===== config.mk =====
export PLATFORM = sky130hd
export DESIGN_NAME = score_bcd_converter
export DESIGN_NICKNAME = d
export VERILOG_FILES = /design/src/rtl/score_bcd_converter_pkg.sv /design/src/rtl/score_bcd_converter_digit_adjust.sv /design/src/rtl/score_bcd_converter.sv
export SDC_FILE = /design/constraint.sdc
export NUM_CORES = 1
export LEC_CHECK = 0
export CAP_MARGIN = 15
export CORE_ASPECT_RATIO = 0.6
export CORE_MARGIN = 8
export CORE_UTILIZATION = 55
export DETAILED_ROUTE_END_ITERATION = 16
export PLACE_DENSITY_LB_ADDON = 0.2
export SYNTH_ARGS = -nofsm -noshare
export SYNTH_HDL_FRONTEND = slang
export SYNTH_SLANG_ARGS = --single-unit

===== constraint.sdc =====
create_clock -name clk -period 3.4 [get_ports clk]
set_input_delay 0.68 -clock clk [delete_from_list [all_inputs] [get_ports clk]]
set_output_delay 0.68 -clock clk [all_outputs]
set_load 0.01 [all_outputs]

===== src/rtl/score_bcd_converter_pkg.sv =====
// score_bcd_converter_pkg
//   Shared constants, state encoding and digit-adjust helper for the
//   iterative binary-to-BCD score converter.
//   Contents:
//     SCORE_BIN_WIDTH / SCORE_DIGITS : default converter geometry
//     bcd_state_t                    : 2-bit FSM encoding (IDLE/SHIFT/FINISH)
//     bcd_adjust_nibble()            : shift-and-add-3 correction of one digit
package score_bcd_converter_pkg;

  localparam int SCORE_BIN_WIDTH = 20;
  localparam int SCORE_DIGITS    = 6;

  typedef enum logic [1:0] {
    BCD_IDLE   = 2'd0,
    BCD_SHIFT  = 2'd1,
    BCD_FINISH = 2'd2
  } bcd_state_t;

  // A digit of 5 or more would become >= 10 after the coming doubling,
  // so it is pre-biased by 3 to make the doubled value carry correctly.
  // Plain 4-bit add: no carry propagates into the next digit.
  function automatic logic [3:0] bcd_adjust_nibble(input logic [3:0] digit);
    return (digit >= 4'd5) ? (digit + 4'd3) : digit;
  endfunction

endpackage


===== src/rtl/score_bcd_converter_digit_adjust.sv =====
// bcd_digit_adjust
//   One BCD digit's add-3 correction, applied before each left shift.
//   Ports:
//     digit    in  4 : current work digit
//     adjusted out 4 : digit + 3 when digit >= 5, otherwise digit
module bcd_digit_adjust
  import score_bcd_converter_pkg::*;
(
  input  logic [3:0] digit,
  output logic [3:0] adjusted
);

  assign adjusted = bcd_adjust_nibble(digit);

endmodule


===== src/rtl/score_bcd_converter.sv =====
// score_bcd_converter
//   Iterative binary-to-BCD converter (shift-and-add-3), one shift per clock.
//   A conversion started with `start` completes BIN_WIDTH+1 cycles later with
//   a one-cycle `done` pulse; `bcd_out` / `overflow` hold the last completed
//   result so the display never shows a partially converted value.
//
//   Parameters:
//     BIN_WIDTH (>= 4) : binary input width
//     DIGITS    (>= 1) : number of BCD output digits
//   Ports:
//     clk      in  1           : conversion clock
//     reset    in  1           : asynchronous, active-high reset
//     start    in  1           : request conversion of bin_in (ignored while busy)
//     bin_in   in  BIN_WIDTH   : unsigned value, captured when start is accepted
//     busy     out 1           : conversion in progress (state != IDLE)
//     done     out 1           : one-cycle pulse, bcd_out/overflow updated with it
//     bcd_out  out 4*DIGITS    : packed BCD, digit i at [4i+3:4i], units at [3:0]
//     overflow out 1           : last converted value was >= 10^DIGITS
//
//   Build option:
//     SCORE_BCD_SATURATE_EN : when defined, an overflowing value is shown as
//                             all nines; otherwise the value mod 10^DIGITS
//                             is shown. overflow is reported in both builds.
module score_bcd_converter
  import score_bcd_converter_pkg::*;
#(
  parameter int BIN_WIDTH = SCORE_BIN_WIDTH,
  parameter int DIGITS    = SCORE_DIGITS
) (
  input  logic                  clk,
  input  logic                  reset,
  input  logic                  start,
  input  logic [BIN_WIDTH-1:0]  bin_in,
  output logic                  busy,
  output logic                  done,
  output logic [4*DIGITS-1:0]   bcd_out,
  output logic                  overflow
);

  localparam int WORK_W = 4 * DIGITS;
  localparam int CNT_W  = $clog2(BIN_WIDTH + 1);

  bcd_state_t            state_reg;
  logic [WORK_W-1:0]     work_reg;
  logic [BIN_WIDTH-1:0]  shift_reg;
  logic [CNT_W-1:0]      cnt_reg;
  logic                  carry_reg;
  logic                  done_reg;
  logic [WORK_W-1:0]     bcd_reg;
  logic                  overflow_reg;

  logic [WORK_W-1:0]     work_adj;
  logic [WORK_W-1:0]     work_shifted;
  logic [WORK_W-1:0]     finish_bcd;

  // Per-digit add-3 correction of the current work register.
  generate
    for (genvar gi = 0; gi < DIGITS; gi++) begin : g_adjust
      bcd_digit_adjust u_adjust (
        .digit    (work_reg[4*gi +: 4]),
        .adjusted (work_adj[4*gi +: 4])
      );
    end
  endgenerate

  // {work, shift} shifted left by one: the top binary bit enters the units
  // digit, and the bit leaving the top digit is folded into the sticky carry.
  assign work_shifted = {work_adj[WORK_W-2:0], shift_reg[BIN_WIDTH-1]};

`ifdef SCORE_BCD_SATURATE_EN
  logic [WORK_W-1:0] all_nines;

  generate
    for (genvar gi = 0; gi < DIGITS; gi++) begin : g_nines
      assign all_nines[4*gi +: 4] = 4'd9;
    end
  endgenerate

  assign finish_bcd = carry_reg ? all_nines : work_reg;
`else
  // Dropping the carried-out bits leaves the value modulo 10^DIGITS.
  assign finish_bcd = work_reg;
`endif

  always_ff @(posedge clk or posedge reset) begin
    if (reset) begin
      state_reg    <= BCD_IDLE;
      work_reg     <= '0;
      shift_reg    <= '0;
      cnt_reg      <= '0;
      carry_reg    <= 1'b0;
      done_reg     <= 1'b0;
      bcd_reg      <= '0;
      overflow_reg <= 1'b0;
    end else begin
      done_reg <= 1'b0;
      case (state_reg)
        BCD_IDLE: begin
          if (start) begin
            shift_reg <= bin_in;
            work_reg  <= '0;
            carry_reg <= 1'b0;
            cnt_reg   <= CNT_W'(BIN_WIDTH);
            state_reg <= BCD_SHIFT;
          end
        end

        BCD_SHIFT: begin
          work_reg  <= work_shifted;
          shift_reg <= {shift_reg[BIN_WIDTH-2:0], 1'b0};
          carry_reg <= carry_reg | work_adj[WORK_W-1];
          cnt_reg   <= cnt_reg - CNT_W'(1);
          // Counter reaching 1 on this edge means this was the last shift.
          if (cnt_reg == CNT_W'(1)) begin
            state_reg <= BCD_FINISH;
          end
        end

        BCD_FINISH: begin
          bcd_reg      <= finish_bcd;
          overflow_reg <= carry_reg;
          done_reg     <= 1'b1;
          state_reg    <= BCD_IDLE;
        end

        default: begin
          state_reg <= BCD_IDLE;
        end
      endcase
    end
  end

  assign busy     = (state_reg != BCD_IDLE);
  assign done     = done_reg;
  assign bcd_out  = bcd_reg;
  assign overflow = overflow_reg;

endmodule


Word-level counts from Yosys, hierarchy flattened
Cells that the tools add are included.
{"block": "word_totals", "ff_bits": 78, "inputBits": 23, "out_inout_bits": 27, "wordCells": 50}
{"block": "classes", "add_sub_neg": 7, "magnitude_cmp": 6, "eq_ne": 5, "muxes": 18, "bitwise": 1, "reduce_logical": 5}
{"op": "$pmux 24 s2", "n": 1}
{"op": "$pmux 20 s2", "n": 1}
{"op": "$add 4x2->4 const B", "n": 6}
{"op": "$ge 4x3->1 const B", "n": 6}
{"op": "$mux 24", "n": 1}
{"op": "$mux 4", "n": 6}
{"op": "$mux 20", "n": 1}
{"op": "$pmux 5 s2", "n": 1}
{"op": "$eq 5x1->1 const B", "n": 1}
{"op": "$mux 5", "n": 1}
{"op": "$sub 5x1->5 const B", "n": 1}
{"op": "$mux 2", "n": 2}
{"op": "$ne 2x2->1 const B", "n": 2}
{"op": "$pmux 2 s2", "n": 1}
{"op": "$reduce_and 2->1", "n": 2}
{"op": "$reduce_bool 2->1", "n": 2}
{"op": "$eq 2x1->1 const B", "n": 1}
{"op": "$eq 2x2->1 const B", "n": 1}
{"op": "$logic_not 2->1", "n": 1}
{"op": "$mux 1", "n": 2}
{"op": "$pmux 1 s2", "n": 1}
{"op": "$or 1x1->1", "n": 1}

Depth between registers and ports, before layout
Gate-level depths: netlist of run 1.
{"block": "logic_depth", "word_depth": 4, "mapped_depth": 6, "mapped_depth_nobuf": 6}

By module
A second synthesis of run 1 with hierarchy kept.
{"block": "unflattened", "hier_cells": 353, "area_unflattened_um2": 3823.7}
{"mod": "score_bcd_converter", "n_inst": 1, "cells_per_inst": 257, "area_per_inst_um2": 3215.6, "seq_area_each_um2": 1951.9}
{"mod": "bcd_digit_adjust", "n_inst": 6, "cells_per_inst": 16, "area_per_inst_um2": 101.3, "seq_area_each_um2": 0.0}

Worst setup path after synthesis of run 1
Ideal clock, no wire load.
{"block": "synth_timing", "path_kind": "register to output", "from": "register state_reg[1]", "to": "output port busy", "t_arrival_ns": 0.920, "t_required_ns": 2.720, "path_slack_ns": 1.800, "path_stages_with_launch": 3, "path_cell_list": "dfrtp_1 > clkbuf_1 > or2_2"}
{"block": "synth_via", "elab_chain_len": 1}
{"item": "start, declared", "line": "score_bcd_converter.sv:43", "text": "bcd_state_t state_reg;"}
{"item": "start signal, assigned", "line": "score_bcd_converter.sv:87", "text": "state_reg <= BCD_IDLE;"}
{"item": "start signal, assigned", "line": "score_bcd_converter.sv:104", "text": "state_reg <= BCD_SHIFT;"}
{"item": "start signal, assigned", "line": "score_bcd_converter.sv:115", "text": "state_reg <= BCD_FINISH;"}
{"item": "$reduce_bool 2->1", "line": "score_bcd_converter.sv:133", "text": "assign busy = (state_reg != BCD_IDLE);"}
{"item": "end, declared", "line": "score_bcd_converter.sv:34", "text": "output logic busy,"}
Every way passes these cells.

Final worst setup path of run 1
Ends and elaborated chain as after synthesis.

==> results.yml, run 1 <==
run_status:
  outcome: "complete, no violations"
synth:
  synth_area_leaders: "dfrtp_1 (53%), o21ai_0 (5.7%), ha_1 (4.8%)"
  synth-adder-area-share: 0.0476
  avgSynthCellArea_um2: 10.6
  synth_warnings: 0
  syn-num-nets: 384
  synth_top_family_by_area: "compound AO/OA/AOI/OAI gates"
  syn_inst: 347
  yosysTopAreaCell: "dfrtp_1"
  synthSimpleGateAreaFrac: 0.103
  synth_top_area_share: 0.531
  syn-cell-area_mm2: 0.00368
  synth-seq-cells: 78
  synth-xor-area-share: 0.0238
  yosysSeqAreaShare: 0.531
  yosys.cell_types.count: 33
  synthMuxAreaShare: 0.0398
  synth_compound_area_frac: 0.208
clocking:
  cts_root_buffer: "clkbuf_8"
  clockBufferDepth: 2
  clock-sinks: 78
  cts-resized-gates: 0
  post_cts_buffers: 0
  cts.clk_slew.worst_paths_ns: 0.08
  postCtsHoldBufs: 0
  cts_tree: "done"
  htreeDepth: 3
  clock_latency_ns: 0.35
  numCtsBuffers: 9
global_route:
  antenna_found_initial: 0
  grt_pass1_vias: 2805
  grt_overflow: 0
  grt_use_total: 0.174
  grt_max_degree: 45
  grt_first_pass_wirelength_um: 13700
timing:
  fmax_mhz: 399
  hold_violations: 0
  rsz0062_at_grt: "false"
  maxSlewHeadroom: 0.506
  final.min_clock_period_ns: 2.51
  final_max_slew_viol_count: 0
  skew_ns: 0.00566
  setup_viol: 0
  finalCritPeriodShare: 0.738
  setup_tns_ns: 0
  worstMarginPinSlew_ns: 0.740
min_path:
  hp-class: "register to register"
  min_from: "bcd_out[13]"
floorplanning:
  rows: 23
  dieHeight_um: 79.3
  core_area_mm2: 0.00656
  ios: 50
  die_w_um: 122
  die_area_mm2: 0.00964
  initial_core_util: 0.560
setup_path:
  crit_arrival_ns: 1.83
  crit_type: "register to output pin"
  endpoint_kind: "output pin"
  critPathBufInv: 1
  r2r_start: "state_reg[1]"
  crit_start: "state_reg[1]"
  crit_slowest_cell: "dfrtp_1"
  crit_path_max_incr_delay_ns: 0.75
  cp_max_fo: 18
  cp_cell_sequence: "or2_2, clkdlybuf4s50_1"
  crit_required_ns: 2.72
  cp-start-kind: "register"
  crit_family: "flip-flops"
layout:
  instances_no_fill: 487
  syn2layout_area_growth_pct: 21.1
  fin_nets: 432
  layout-drive-gt1-share: 0.105
  final_util: 0.678
  diodes: 0
power_and_ir_drop:
  ir_drop_uv: 400
  powerDensity_mw_per_mm2: 826
  p_leak_nw: 1.94
job:
  maxCapViolations: 0
placement:
  post-dp-hpwl_um: 5460
  port_buffers: 49
  place_inst: 471
  gp_congestion: 0.794
route:
  wl_per_cell_um: 16.5
  first_iter_violations: 195
  num_vias: 2777
  first_pass_iters: 5
  antenna_left: 0
  drc: 0
  wirelength_um: 8030
  avgViaCountPerCell: 5.70
[cell usage after synthesis]
library cell  instances
a32o_1                6
a22oi_1              19
nor4b_1               1
buf_2                11
buf_4                 2
nand2_1              23
nor3b_1               3
nand2b_1              9
o22ai_1              10
clkbuf_1              6
inv_1                17
nor2b_1              21
o21bai_1              1
o31ai_1               7
xnor2_1               6
o32ai_1               2
nand3_1               8
a21oi_1              29
xor2_1                4
and3_1                1
buf_1                 1
mux2_2               13
or2_2                 1
ha_1                 14
dfrtp_1              78
o21ba_2               1
or4_4                 1
o21ai_0              42
nor2_1                1
and2_1                1
o311ai_0              6
buf_6                 1
o21ai_1               1
[stage by stage]
stage / total power, mW / hold WS [ns] / setup WS (ns) / cell area, µm²
after floorplan: 2.48 / 0.445 / 0.725 / 3680
after global placement: 2.91 / 0.460 / 0.967 / 4250
after detailed placement: 2.99 / 0.470 / 0.956 / 4250
after CTS: 3.69 / 0.487 / 0.915 / 4450
after global routing: 3.96 / 0.508 / 0.807 / 4450
final: 3.68 / 0.481 / 0.892 / 4450
[power by group]
group | switching, mW | internal, mW
Clock | 0.321 | 0.376
Combinational | 0.738 | 0.690
Sequential | 0.286 | 1.27
[final cells by class]
cell class	count	area (µm²)
tap	87	109
inverter	17	63.8
timing repair buffer	58	571
sequential	78	1950
clock inverter	4	45.0
fill	522	2110
clock buffer	12	155
multi-input combinational	231	1560
[metal layers]
metal	wire length, µm	global-route usage	share of wire
met1	3880	0.238	0.48
met2	3630	0.258	0.45
met3	465	0.0602	0.058
met4	61	0.0465	0.0076
met5	0	0	0
[worst register-to-register path: cells and delay by family, from the launching register on]
family | cells | cell delay [ns]
DFF | 1 | 0.61
AOI/OAI and AO/OA | 2 | 0.25
and+or+nand+nor | 1 | 0.59
buffers and inverters | 2 | 0.68
[cells by family (layout without fill, tap and decap cells)]
logic type                 after synthesis  after routing
muxes                                   13             13
AOI/OAI and AO/OA                      124            124
and+or+nand+nor                         70             70
DFF                                     78             78
adders and majority gates               14             14
xor gates and xnor gates                10             10
buffers and inverters                   38             91
[path summary, 6_finish.rpt]
kind / end / cells after the start / slack, ns
setup / recovery: busy / 2 / 0.89
hold / removal: bcd_out[13] / 2 / 0.48
setup reg to reg: shift_reg[2] / 5 / 1.19
hold reg to reg: bcd_out[13] / 2 / 0.48
max in group asynchronous: shift_reg[4] / 3 / 1.93
min in group asynchronous: done / 2 / 0.79
[layout by cell type (no fill, tap or decap), types with 2 or more instances in the layout]
cell	instances
a22oi_1	19
buf_4	8
a21oi_1	29
o32ai_1	2
clkbuf_8	11
a32o_1	6
xnor2_1	6
ha_1	14
o311ai_0	6
dfrtp_1	78
xor2_1	4
nor2b_1	20
clkinv_2	3
o22ai_1	10
inv_1	16
nand2_1	23
nand2b_1	9
clkdlybuf4s50_1	49
mux2_2	13
o31ai_1	7
nor3b_1	3
o21ai_0	42
nand3_1	8
No activity file was read; power rests on OpenSTA's default activity.
==> run 2: changes to the inputs <==
--- a/config.mk
+++ b/config.mk
@@ -8,7 +8,7 @@
 export CAP_MARGIN = 15
 export CORE_ASPECT_RATIO = 0.6
 export CORE_MARGIN = 8
-export CORE_UTILIZATION = 55
+export CORE_UTILIZATION = 49
 export DETAILED_ROUTE_END_ITERATION = 16
 export PLACE_DENSITY_LB_ADDON = 0.2
 export SYNTH_ARGS = -nofsm -noshare
==> constraint.sdc (replaced) <==
create_clock -name clk -period 2.17 [get_ports clk]
set_input_delay 0.434 -clock clk [delete_from_list [all_inputs] [get_ports clk]]
set_output_delay 0.434 -clock clk [all_outputs]
set_load 0.01 [all_outputs]
==> run 2 against run 1 <==
Net effect:
- clock skew fell by 0.00066 ns
- count of clock-buffer cells in the layout did not move
- critical path depth did not move
- utilization fell by 4.5 points
- sequential power rose by 56%
- wire length rose by 3.8%
- combinational power rose by 62%
- flip-flop and latch count did not move
==> results.yml, run 2 (synthesis results as in run 1) <==
layout:
  diodes: 0
  layout-drive-gt1-share: 0.116
  syn2layout_area_growth_pct: 25.2
  fin_nets: 438
  layout_commonest_cell: "dfrtp_1"
  final_util: 0.633
  final_cell_mix: "dfrtp_1 (78), clkdlybuf4s50_1 (49), o21ai_0 (42)"
setup_path:
  cp_cell_sequence: "or2_2, clkdlybuf4s50_1"
  cp_max_fo: 2
  endpoint_kind: "output pin"
  crit_arrival_ns: 1.48
  crit_slowest_cell: "clkdlybuf4s50_1"
  critPathBufInv: 1
  crit_required_ns: 1.74
  cp-start-kind: "register"
  crit_family: "buffers and inverters"
  crit_path_max_incr_delay_ns: 0.49
  crit_type: "register to output pin"
global_route:
  grt_use_total: 0.165
  grt_max_degree: 40
  antenna_found_initial: 0
  grt_pass1_vias: 2866
  grt_first_pass_wirelength_um: 14200
  grt_overflow: 0
floorplanning:
  dieHeight_um: 83.1
  die_w_um: 128
  ios: 50
  initial_core_util: 0.506
  rows: 24
  die_area_mm2: 0.0106
  core_area_mm2: 0.00727
placement:
  port_buffers: 49
  post-dp-hpwl_um: 5770
  pre_cts_slack_ns: 0.318
  gp_congestion: 0.797
clocking:
  cts_root_buffer: "clkbuf_16"
  cts_tree: "done"
  numCtsBuffers: 9
  clockBufferDepth: 2
  postCtsHoldBufs: 0
  cts.clk_slew.worst_paths_ns: 0.06
  htreeDepth: 3
  clock_latency_ns: 0.33
  cts-resized-gates: 0
  clock-sinks: 78
  post_cts_buffers: 0
power_and_ir_drop:
  ir_drop_uv: 660
  p_leak_nw: 1.99
  powerDensity_mw_per_mm2: 1320
  finalPower_mw: 6.10
timing:
  setup_viol: 0
  worstMarginPinSlew_ns: 0.446
  hold_violations: 0
  setup_tns_ns: 0
  fmax_mhz: 522
  rsz0062_at_grt: "false"
  maxSlewHeadroom: 0.703
  final_max_slew_viol_count: 0
  finalCritPeriodShare: 0.883
  worst_slack_ns: 0.254
  final.min_clock_period_ns: 1.92
  skew_ns: 0.00500
min_path:
  hp-class: "primary input to asynchronous set/reset pin"
route:
  wirelength_um: 8340
  first_iter_violations: 185
  avgViaCountPerCell: 5.56
  drc: 0
  num_vias: 2834
  antenna_left: 0
  wl_per_cell_um: 16.3
  first_pass_iters: 5
job:
  maxCapViolations: 0
run_status:
  outcome: "complete, no violations"
## run 2: worst register-to-register path: cells and delay by family (launching register included)
kind / cells / cell delay (ns)
flip-flops: 1 / 0.37
AO/OA/AOI/OAI: 1 / 0.07
buffers and inverters: 2 / 0.42
AND/OR/NAND/NOR: 3 / 0.70
## run 2: routing by layer
metal  global-route usage  wire, µm
met1                0.218      3960
met2                0.248      3760
met3               0.0504       580
met4               0.0644        40
met5                    0         0
## run 2: worst paths after layout
path,from,endpoint,slack [ns],cells past startpoint
worst max-delay path,state_reg[0],busy,0.25,2
worst min-delay path,reset,finish_bcd[4],0.43,2
worst max register to register,state_reg[1],cnt_reg[3],0.51,6
worst min register to register,bcd_out[5],bcd_out[5],0.48,2
max in group asynchronous,reset,finish_bcd[22],1.23,3
min in group clk,bcd_out[5],bcd_out[5],0.48,2
## run 2: through the flow
stage          hold WS, ns  cells  area [µm²]
5_1_grt              0.456    510        4600
2_1_floorplan        0.445    347        3680
3_3_place_gp         0.461    494        4330
3_5_place_dp         0.471    494        4330
6_report             0.434    510        4600
4_1_cts              0.437    510        4600
## run 2: cell type report
class | count | area, µm²
clock buffer | 12 | 246
clock inverter | 4 | 22.5
fill | 603 | 2660
inverter | 17 | 67.6
multi-input combinational | 231 | 1560
sequential | 78 | 1950
tap | 104 | 130
timing repair buffer | 64 | 628
## run 2: power breakdown
group	switching [mW]	internal [mW]	leakage [nW]
Clock	0.569	0.800	0.132
Sequential	0.427	1.99	1.02
Combinational	1.19	1.12	0.835
==> run 3: changes to the inputs <==
--- a/config.mk
+++ b/config.mk
@@ -7,10 +7,11 @@
 export LEC_CHECK = 0
 export CAP_MARGIN = 15
 export CORE_ASPECT_RATIO = 0.6
-export CORE_MARGIN = 8
+export CORE_MARGIN = 5
 export CORE_UTILIZATION = 49
 export DETAILED_ROUTE_END_ITERATION = 16
 export PLACE_DENSITY_LB_ADDON = 0.2
+export RECOVER_POWER = 100
 export SYNTH_ARGS = -nofsm -noshare
 export SYNTH_HDL_FRONTEND = slang
 export SYNTH_SLANG_ARGS = --single-unit
==> run 3 against run 2 <==
Net effect:
- sequential power about the same
- setup slack got worse by 0.026 ns
- die area decreased by 12%
- hold slack improved by 0.037 ns
- count of clock-buffer cells in the layout decreased by 3
- design area decreased by 0.19%
- largest cell class unchanged
- largest power group unchanged
==> results.yml, run 3 (synthesis results as in run 1) <==
run_status:
  outcome: "complete, no violations"
floorplanning:
  dieHeight_um: 77.1
  ios: 50
  core_area_mm2: 0.00730
  die_w_um: 122
  initial_core_util: 0.504
  rows: 24
  die_area_mm2: 0.00939
timing:
  finalCritPeriodShare: 0.895
  worst_slack_ns: 0.228
  final.min_clock_period_ns: 1.94
  fmax_mhz: 515
  rsz0062_at_grt: "false"
  setup_viol: 0
  setup_tns_ns: 0
  skew_ns: 0.00770
  worstMarginPinSlew_ns: 1.13
  maxSlewHeadroom: 0.246
  hold_violations: 0
  final_max_slew_viol_count: 0
clocking:
  clockBufferDepth: 2
  cts_root_buffer: "clkbuf_16"
  numCtsBuffers: 9
  htreeDepth: 3
  post_cts_buffers: 0
  postCtsHoldBufs: 0
  cts-resized-gates: 0
  clock-sinks: 78
  cts_tree: "done"
  clock_latency_ns: 0.33
  cts.clk_slew.worst_paths_ns: 0.06
setup_path:
  critPathBufInv: 1
  crit_path_max_incr_delay_ns: 0.88
  crit_required_ns: 2.39
  crit_family: "simple AND/OR/NAND/NOR gates"
  crit_arrival_ns: 2.16
  r2r_start: "state_reg[1]"
  endpoint_kind: "register"
  crit_type: "register to register"
  r2r_slack_ns: 0.23
  cp_max_fo: 28
  cp-start-kind: "register"
  r2r_cells: 4
  crit_slowest_cell: "nor2b_2"
  r2r-end: "finish_bcd[22]"
  cp_cell_sequence: "nor2b_2, clkbuf_1, nand3_1, o311ai_0"
power_and_ir_drop:
  powerDensity_mw_per_mm2: 1340
  p_leak_nw: 2.07
  intPower_mw: 4.02
  ir_drop_uv: 632
  p_clk_frac: 0.256
  comb_power_share: 0.352
  seq_power_share: 0.392
  p_sw_frac: 0.348
  p_sw_mw: 2.14
min_path:
  hp-class: "register to register"
  hold_depth: 2
  min_from: "bcd_out[8]"
  min_to: "bcd_out[8]"
route:
  antenna_left: 0
  avgViaCountPerCell: 5.42
  first_pass_iters: 7
  num_vias: 2751
  wirelength_um: 7660
  drc: 0
  first_iter_violations: 194
  wl_per_cell_um: 15.1
layout:
  layout-drive-gt1-share: 0.101
  fin_nets: 436
  syn2layout_area_growth_pct: 24.9
  final_cell_mix: "dfrtp_1 (78), o21ai_0 (43), a21oi_1 (29)"
  multi_input_area_mm2: 0.00156
  final.fill_count: 598
  diodes: 0
  layout_commonest_cell: "dfrtp_1"
  regArea_mm2: 0.00195
placement:
  pre_cts_slack_ns: 0.267
  port_buffers: 49
  gp_congestion: 0.802
  post-dp-hpwl_um: 5090
job:
  maxCapViolations: 0
global_route:
  grt_pass1_vias: 2698
  grt_use_total: 0.175
  grt_first_pass_wirelength_um: 13000
  grt_overflow: 0
  grt_max_degree: 79
  antenna_found_initial: 0
[run 3: routing by layer]
layer  wire [µm]  track usage  vias up  share of wire
met1        3850        0.250     1329           0.50
met4          89       0.0660        0          0.012
li1            -            -     1355              -
met3         303       0.0485        7          0.040
met2        3420        0.251       60           0.45
met5           0            0        -              0
[run 3: power groups by stage]
stage | Sequential [mW] | Combinational, mW | Clock, mW
global route | 2.49 | 2.43 | 1.68
global placement | 2.42 | 2.19 | 0
detailed placement | 2.43 | 2.25 | 0
floorplan | 2.39 | 1.51 | 0
finish | 2.42 | 2.17 | 1.58
CTS | 2.41 | 2.26 | 1.62
[run 3: per-stage QoR]
stage	hold WS [ns]	cells	cell area, µm²	power, mW	util
6_report	0.471	508	4590	6.17	0.630
5_1_grt	0.508	508	4590	6.61	0.630
4_1_cts	0.484	508	4620	6.29	0.633
3_5_place_dp	0.472	492	4310	4.68	0.590
3_3_place_gp	0.462	492	4310	4.61	0.590
2_1_floorplan	0.445	347	3680	3.89	-
[run 3: final cells by class]
| class | count | area share |
|---|---|---|
| clock buffers | 9 | 0.0490 |
| repair buffers | 62 | 0.125 |
| inverters | 17 | 0.0147 |
| flip-flops and latches | 78 | 0.425 |
| clock inverters | 7 | 0.0193 |
| well taps | 104 | 0.0283 |
| multi-input cells | 231 | 0.339 |
[run 3: worst max-delay path by stage]
| stage | startpoint | to | slack, ns | cells past startpoint |
|---|---|---|---|---|
| 2_1_floorplan | state_reg[1] | cnt_reg[3] | 0.80 | 5 |
| 3_3_place_gp | start | cnt_reg[4] | 0.31 | 5 |
| 3_5_place_dp | state_reg[1] | finish_bcd[22] | 0.27 | 4 |
| 4_1_cts | state_reg[1] | busy | 0.008 | 3 |
| 5_1_grt | state_reg[1] | finish_bcd[22] | 0.06 | 4 |
| 6_report | state_reg[1] | finish_bcd[22] | 0.23 | 4 |
[run 3: worst register-to-register path, cell delays in order (launching register included)]
cell	delay, ns
dfrtp_1	0.41
nor2b_2	0.88
clkbuf_1	0.31
nand3_1	0.12
o311ai_0	0.11
